### src/rtl/uart_rx.sv
// UART receive engine: 8N1 (or 8E1 with UART_RX_PARITY_EN) deserialiser using
// 4x oversampling with 3-sample majority vote; result pulses are one cycle wide.
`timescale 1ns/1ps

module uart_rx #(
    parameter int unsigned CLOCK_DIVIDE = 2
) (
    input  logic       clk,
    input  logic       rst,
    input  logic       rx,
    output logic [7:0] rx_byte,
    output logic       received,
    output logic       recv_error,
    output logic       break_det,
    output logic       parity_error,
    output logic       is_receiving
);

    localparam int unsigned DIV_W = (CLOCK_DIVIDE > 1) ? $clog2(CLOCK_DIVIDE) : 1;
    localparam logic [DIV_W-1:0] DIV_LAST = DIV_W'(CLOCK_DIVIDE - 1);

    localparam logic [2:0] ST_HUNT   = 3'd0;
    localparam logic [2:0] ST_IDLE   = 3'd1;
    localparam logic [2:0] ST_START  = 3'd2;
    localparam logic [2:0] ST_DATA   = 3'd3;
`ifdef UART_RX_PARITY_EN
    localparam logic [2:0] ST_PARITY = 3'd4;
`endif
    localparam logic [2:0] ST_STOP   = 3'd5;

    logic             sync1;
    logic             rxs;

    logic [2:0]       state,        state_d;
    logic [DIV_W-1:0] div_cnt,      div_cnt_d;
    logic [1:0]       phase,        phase_d;
    logic             s0,           s0_d;
    logic             s1,           s1_d;
    logic [3:0]       bit_cnt,      bit_cnt_d;
    logic [7:0]       shift,        shift_d;
    logic             par_ok,       par_ok_d;
    logic [1:0]       hunt_cnt,     hunt_cnt_d;
    logic [7:0]       rx_byte_d;
    logic             received_d;
    logic             recv_error_d;
    logic             break_det_d;
    logic             parity_error_d;
    logic             is_receiving_d;

    logic             tick_c;
    logic             maj_c;
    logic             decide_c;
    logic             phase_end_c;

    // Two-flop synchroniser; idle-high reset keeps a fresh reset from seeing a start bit.
    always_ff @(posedge clk or posedge rst) begin
        if (rst) begin
            sync1 <= 1'b1;
            rxs   <= 1'b1;
        end else begin
            sync1 <= rx;
            rxs   <= sync1;
        end
    end

    assign tick_c      = (div_cnt == DIV_LAST);
    assign maj_c       = (s0 & s1) | (s0 & rxs) | (s1 & rxs);
    assign decide_c    = tick_c && (phase == 2'd2);
    assign phase_end_c = tick_c && (phase == 2'd3);

    // Next-state, datapath and output decode.
    always_comb begin
        state_d        = state;
        div_cnt_d      = tick_c ? '0 : div_cnt + DIV_W'(1);
        phase_d        = tick_c ? phase + 2'd1 : phase;
        s0_d           = s0;
        s1_d           = s1;
        bit_cnt_d      = bit_cnt;
        shift_d        = shift;
        par_ok_d       = par_ok;
        hunt_cnt_d     = hunt_cnt;
        rx_byte_d      = rx_byte;
        received_d     = 1'b0;
        recv_error_d   = 1'b0;
        break_det_d    = 1'b0;
        parity_error_d = 1'b0;

        if (tick_c && (phase == 2'd0)) s0_d = rxs;
        if (tick_c && (phase == 2'd1)) s1_d = rxs;

        case (state)
            ST_HUNT: begin
                if (!rxs) begin
                    hunt_cnt_d = 2'd0;
                end else if (tick_c) begin
                    if (hunt_cnt == 2'd3) begin
                        hunt_cnt_d = 2'd0;
                        state_d    = ST_IDLE;
                    end else begin
                        hunt_cnt_d = hunt_cnt + 2'd1;
                    end
                end
            end
            ST_IDLE: begin
                if (!rxs) begin
                    div_cnt_d = '0;
                    phase_d   = 2'd0;
                    bit_cnt_d = 4'd0;
                    par_ok_d  = 1'b1;
                    state_d   = ST_START;
                end
            end
            ST_START: begin
                if (decide_c) state_d = maj_c ? ST_IDLE : ST_DATA;
            end
            ST_DATA: begin
                // The start bit's phase-3 tick also lands here; bit_cnt is still 0 then.
                if (decide_c) begin
                    shift_d   = {maj_c, shift[7:1]};
                    bit_cnt_d = bit_cnt + 4'd1;
                end
                if (phase_end_c && (bit_cnt == 4'd8)) begin
`ifdef UART_RX_PARITY_EN
                    state_d = ST_PARITY;
`else
                    state_d = ST_STOP;
`endif
                end
            end
`ifdef UART_RX_PARITY_EN
            ST_PARITY: begin
                if (decide_c)    par_ok_d = ~(^{maj_c, shift});
                if (phase_end_c) state_d  = ST_STOP;
            end
`endif
            ST_STOP: begin
                // Frame ends at the phase-2 decision so a back-to-back start bit is not missed.
                if (decide_c) begin
                    if (maj_c) begin
                        if (par_ok) begin
                            rx_byte_d  = shift;
                            received_d = 1'b1;
                        end else begin
                            recv_error_d = 1'b1;
`ifdef UART_RX_PARITY_EN
                            parity_error_d = 1'b1;
`endif
                        end
                        state_d = ST_IDLE;
                    end else begin
                        recv_error_d = 1'b1;
                        break_det_d  = (shift == 8'h00);
                        hunt_cnt_d   = 2'd0;
                        state_d      = ST_HUNT;
                    end
                end
            end
            default: begin
                state_d = ST_HUNT;
            end
        endcase

        is_receiving_d = (state_d != ST_HUNT) && (state_d != ST_IDLE);
    end

    always_ff @(posedge clk or posedge rst) begin
        if (rst) begin
            state        <= ST_HUNT;
            div_cnt      <= '0;
            phase        <= 2'd0;
            s0           <= 1'b1;
            s1           <= 1'b1;
            bit_cnt      <= 4'd0;
            shift        <= 8'h00;
            par_ok       <= 1'b1;
            hunt_cnt     <= 2'd0;
            rx_byte      <= 8'h00;
            received     <= 1'b0;
            recv_error   <= 1'b0;
            break_det    <= 1'b0;
            parity_error <= 1'b0;
            is_receiving <= 1'b0;
        end else begin
            state        <= state_d;
            div_cnt      <= div_cnt_d;
            phase        <= phase_d;
            s0           <= s0_d;
            s1           <= s1_d;
            bit_cnt      <= bit_cnt_d;
            shift        <= shift_d;
            par_ok       <= par_ok_d;
            hunt_cnt     <= hunt_cnt_d;
            rx_byte      <= rx_byte_d;
            received     <= received_d;
            recv_error   <= recv_error_d;
            break_det    <= break_det_d;
            parity_error <= parity_error_d;
            is_receiving <= is_receiving_d;
        end
    end

endmodule
### config.mk
export PLATFORM = sky130hd
export DESIGN_NAME = uart_rx
export DESIGN_NICKNAME = d
export VERILOG_FILES = /design/src/rtl/uart_rx.sv
export SDC_FILE = /design/constraint.sdc
export NUM_CORES = 1
export LEC_CHECK = 0
export CAP_MARGIN = 20
export CORE_MARGIN = 5
export CORE_UTILIZATION = 30
export CTS_CLUSTER_SIZE = 20
export DETAILED_ROUTE_END_ITERATION = 6
export GPL_ROUTABILITY_DRIVEN = 0
export GPL_TIMING_DRIVEN = 0
export SYNTH_ARGS = -nofsm -noshare
export SYNTH_HDL_FRONTEND = slang
export SYNTH_SLANG_ARGS = --single-unit
export TNS_END_PERCENT = 100
### constraint.sdc
create_clock -name clk -period 3.8 [get_ports clk]
set_input_delay 1.14 -clock clk [delete_from_list [all_inputs] [get_ports clk]]
set_output_delay 1.14 -clock clk [all_outputs]
set_load 0.02 [all_outputs]
==> run_results.csv, run 1 <==
group,metric,value,unit
critical_path,cp_top_family,"buffers and inverters",
clocking,postCtsSetupBuffers,0,
clocking,cts_hold_buf,0,
die,ios,16,
critical_path,arrival,1270,ps
die,core_area,5470,um2
hold_path,hp-class,"flip-flop to flip-flop",
synth,seq_area_frac_synth,53.7,%
synth,yosysTopAreaCell,"dfrtp_1",
placement,dp_hpwl,1990,um
die,initial_core_util,30.8,%
synth,synth_ff_type,"dfrtp_1",
clocking,root_buffer,"clkbuf_8",
critical_path,cp_max_fo,2,
critical_path,slowest_delay,620,ps
global_route,use_met3,2.82,%
global_route,grt_pass1_vias,1061,
sta,post-route-period-util,63.5,%
power_and_ir_drop,clkPwrFrac,27.3,%
synth,synth.area.top_cells,"dfrtp_1 47%, mux2_4 8.0%, mux2_2 6.7%",
synth,yosysWarnings,0,
global_route,grt_pass1_wl,5110,um
power_and_ir_drop,peakVddDrop,0.260,mV
global_route,track_usage,8.86,%
die,die_x,85.0,um
synth,yosys.area.top_type_share,47.4,%
power_and_ir_drop,p_switching,386,uW
global_route,grt_max_degree,23,
clocking,cts_tree,"done",
die,rows,27,
synth,syn_avg_cell_area,12.4,um2
global_route,antenna_found_initial,0,
sta,fin_crit,2410,ps
critical_path,start_kind,"flip-flop",
synth,synth_seq_cells,36,
sta,grt_setup_unrepaired,"no",
critical_path,worstPathBufferInverterCount,1,
global_route,top_usage_layer,"met2",
clocking,htree_levels,2,
clocking,cts_sinks,36,
placement,port_buffers,14,
clocking,clockBufferDepth,2,
global_route,use_met1,11.9,%
drt,drtPass1Iterations,3,
final_layout,drive_gt1_share,28.9,%
power_and_ir_drop,powerDensity,594,nW/um2
drt,drc,0,
global_route,overflow,0,
synth,yosys-top-cells-count,"32 x dfrtp_1, 10 x mux2_2, 9 x inv_1, 9 x mux2_4, 9 x nor2_1",
critical_path,worstSetupEndpointType,"primary output",
die,fp.dieArea,7230,um2
run_status,status,"complete, no violations",
sta,final_hold_viol_count,0,
drt,drt_iter0_markers,59,
clocking,cts_buffers,5,
sta,final_max_slew_viol_count,0,
sta,tightestPinTransition,753,ps
drt,vias,1034,
drt,routed_wl,2840,um
synth,syn-num-nets,146,
drt,drtAntennaViolNets,0,
job,max-cap-violations,0,
final_layout,area_growth,21.9,%
sta,max_freq,414,MHz
synth,yosys.cell_types.count,41,
drt,routedWlPerCell,12.3,um
clocking,path_clk_slew,80,ps
synth,synth_async_sr_flop_share,100,%
synth,syn_inst,136,
drt,viasPerCell,4.48,
critical_path,slowest_stage,"clkdlybuf4s50_1",
sta,fin_worst_skew,8.06,ps
critical_path,crit_required,2660,ps
critical_path,crit_type,"flip-flop to primary output",
clocking,clk_latency,290,ps
sta,setup-tns-final,0,ps
global_route,gr-usage-met2,12.8,%
placement,place_inst,223,
synth,synth_most_common_cell,"dfrtp_1",
final_layout,diodes,0,
power_and_ir_drop,power.leakage,0.000987,uW
power_and_ir_drop,netSwitchingFraction,31.7,%
critical_path,worstPathCellList,"clkdlybuf4s50_1",
sta,setup_viol_count_final,0,
final_layout,final_nets,168,
power_and_ir_drop,p_int,834,uW
power_and_ir_drop,p_seq_share,44.1,%
final_layout,fin_cells,231,
die,die_height,85.0,um
power_and_ir_drop,combPwrFrac,28.7,%
synth,synth_area,1690,um2
synth,synth_edf_count,0,
clocking,ctsResizeCount,0,
sta,maxSlewHeadroom,49.6,%
==> routing by layer <==
metal,vias up,routed length [um]
met5,-,0
met4,0,53
met3,4,97
met2,15,1230
met1,505,1450
li1,510,-
==> sequential cells by signal (all words and copies together) (netlist names), 2 cells and up <==
signal	cells
bit_cnt	4
hunt_cnt	2
phase	2
rx_byte	8
shift	8
state	3
==> worst paths after layout <==
kind,endpoint,slack (ps),startpoint,cells past startpoint
worst max-delay path,rx_byte[1],1390,rx_byte[1],1
worst min-delay path,rxs,360,sync1,0
worst max register to register,shift[5],1950,phase[0],6
worst min register to register,rxs,360,sync1,0
max in group asynchronous,sync1,1920,rst,3
min in group asynchronous,received,1260,rst,2
==> through the flow <==
step / instance area (um2) / hold slack (ps) / total power, uW / util [%] / setup WS [ps]
floorplan: 1690 / 345 / 808 / - / 1860
global placement: 1920 / 351 / 884 / 35.0 / 1030
detailed placement: 1950 / 351 / 896 / 35.6 / 1550
CTS: 2060 / 361 / 1230 / 37.6 / 1370
global route: 2060 / 366 / 1310 / 37.6 / 1340
finish: 2060 / 360 / 1220 / 37.6 / 1390
==> cell type report <==
cell class	count	area (um2)
Clock buffer	5	68.8
Timing Repair Buffer	15	168
Clock inverter	3	42.5
Tap cell	72	90.1
Fill cell	538	3420
Sequential cell	36	906
Buffer	7	48.8
Multi-Input combinational cell	84	699
Inverter	9	33.8
==> power by group through the flow <==
stage	sequential, uW	clock [uW]	combinational [uW]
floorplan	533	0	274
global placement	543	0	341
detailed placement	546	0	350
CTS	538	344	353
global route	550	363	401
finish	538	333	350
==> kinds of logic (layout without fill, tap and decap cells) <==
kind of cell / after synthesis / after routing / share of synthesized area (%)
simple gates: 36 / 36 / 11.8
xor+xnor: 3 / 3 / 1.56
other cells: 1 / 1 / 0.222
mux: 21 / 21 / 15.9
compound gates: 15 / 15 / 6.23
flops: 36 / 36 / 53.7
buf+inv: 16 / 39 / 4.89
fa+ha+maj: 8 / 8 / 5.78
==> layout by cell type, fill, tap and decap left out, types with 3 or more instances in the layout <==
cell / instances
clkdlybuf4s50_1: 14
o21ai_0: 3
nand2_1: 8
clkbuf_8: 5
mux2_2: 10
a21oi_1: 3
ha_1: 7
inv_1: 9
mux2_4: 9
nand3_1: 4
dfstp_2: 4
buf_2: 3
nor2_1: 9
dfrtp_1: 32
(Power assumes the default switching activity.)
==> inputs of run 2 (changes only) <==
Clock period 3.8 ns to 2.09 ns, I/O delays scaled along.
==> results of run 2 <==
The final DEF is identical to that of run 1. Status: complete, no violations.
Among the figures that moved: setup slack after placement 1550 ps -> 234 ps; setup slack after layout 1390 ps -> 189 ps; register-to-register setup slack 1950 ps -> 240 ps; total power 1220 uW -> 2220 uW; worst IR drop on VDD 0.260 mV -> 0.472 mV
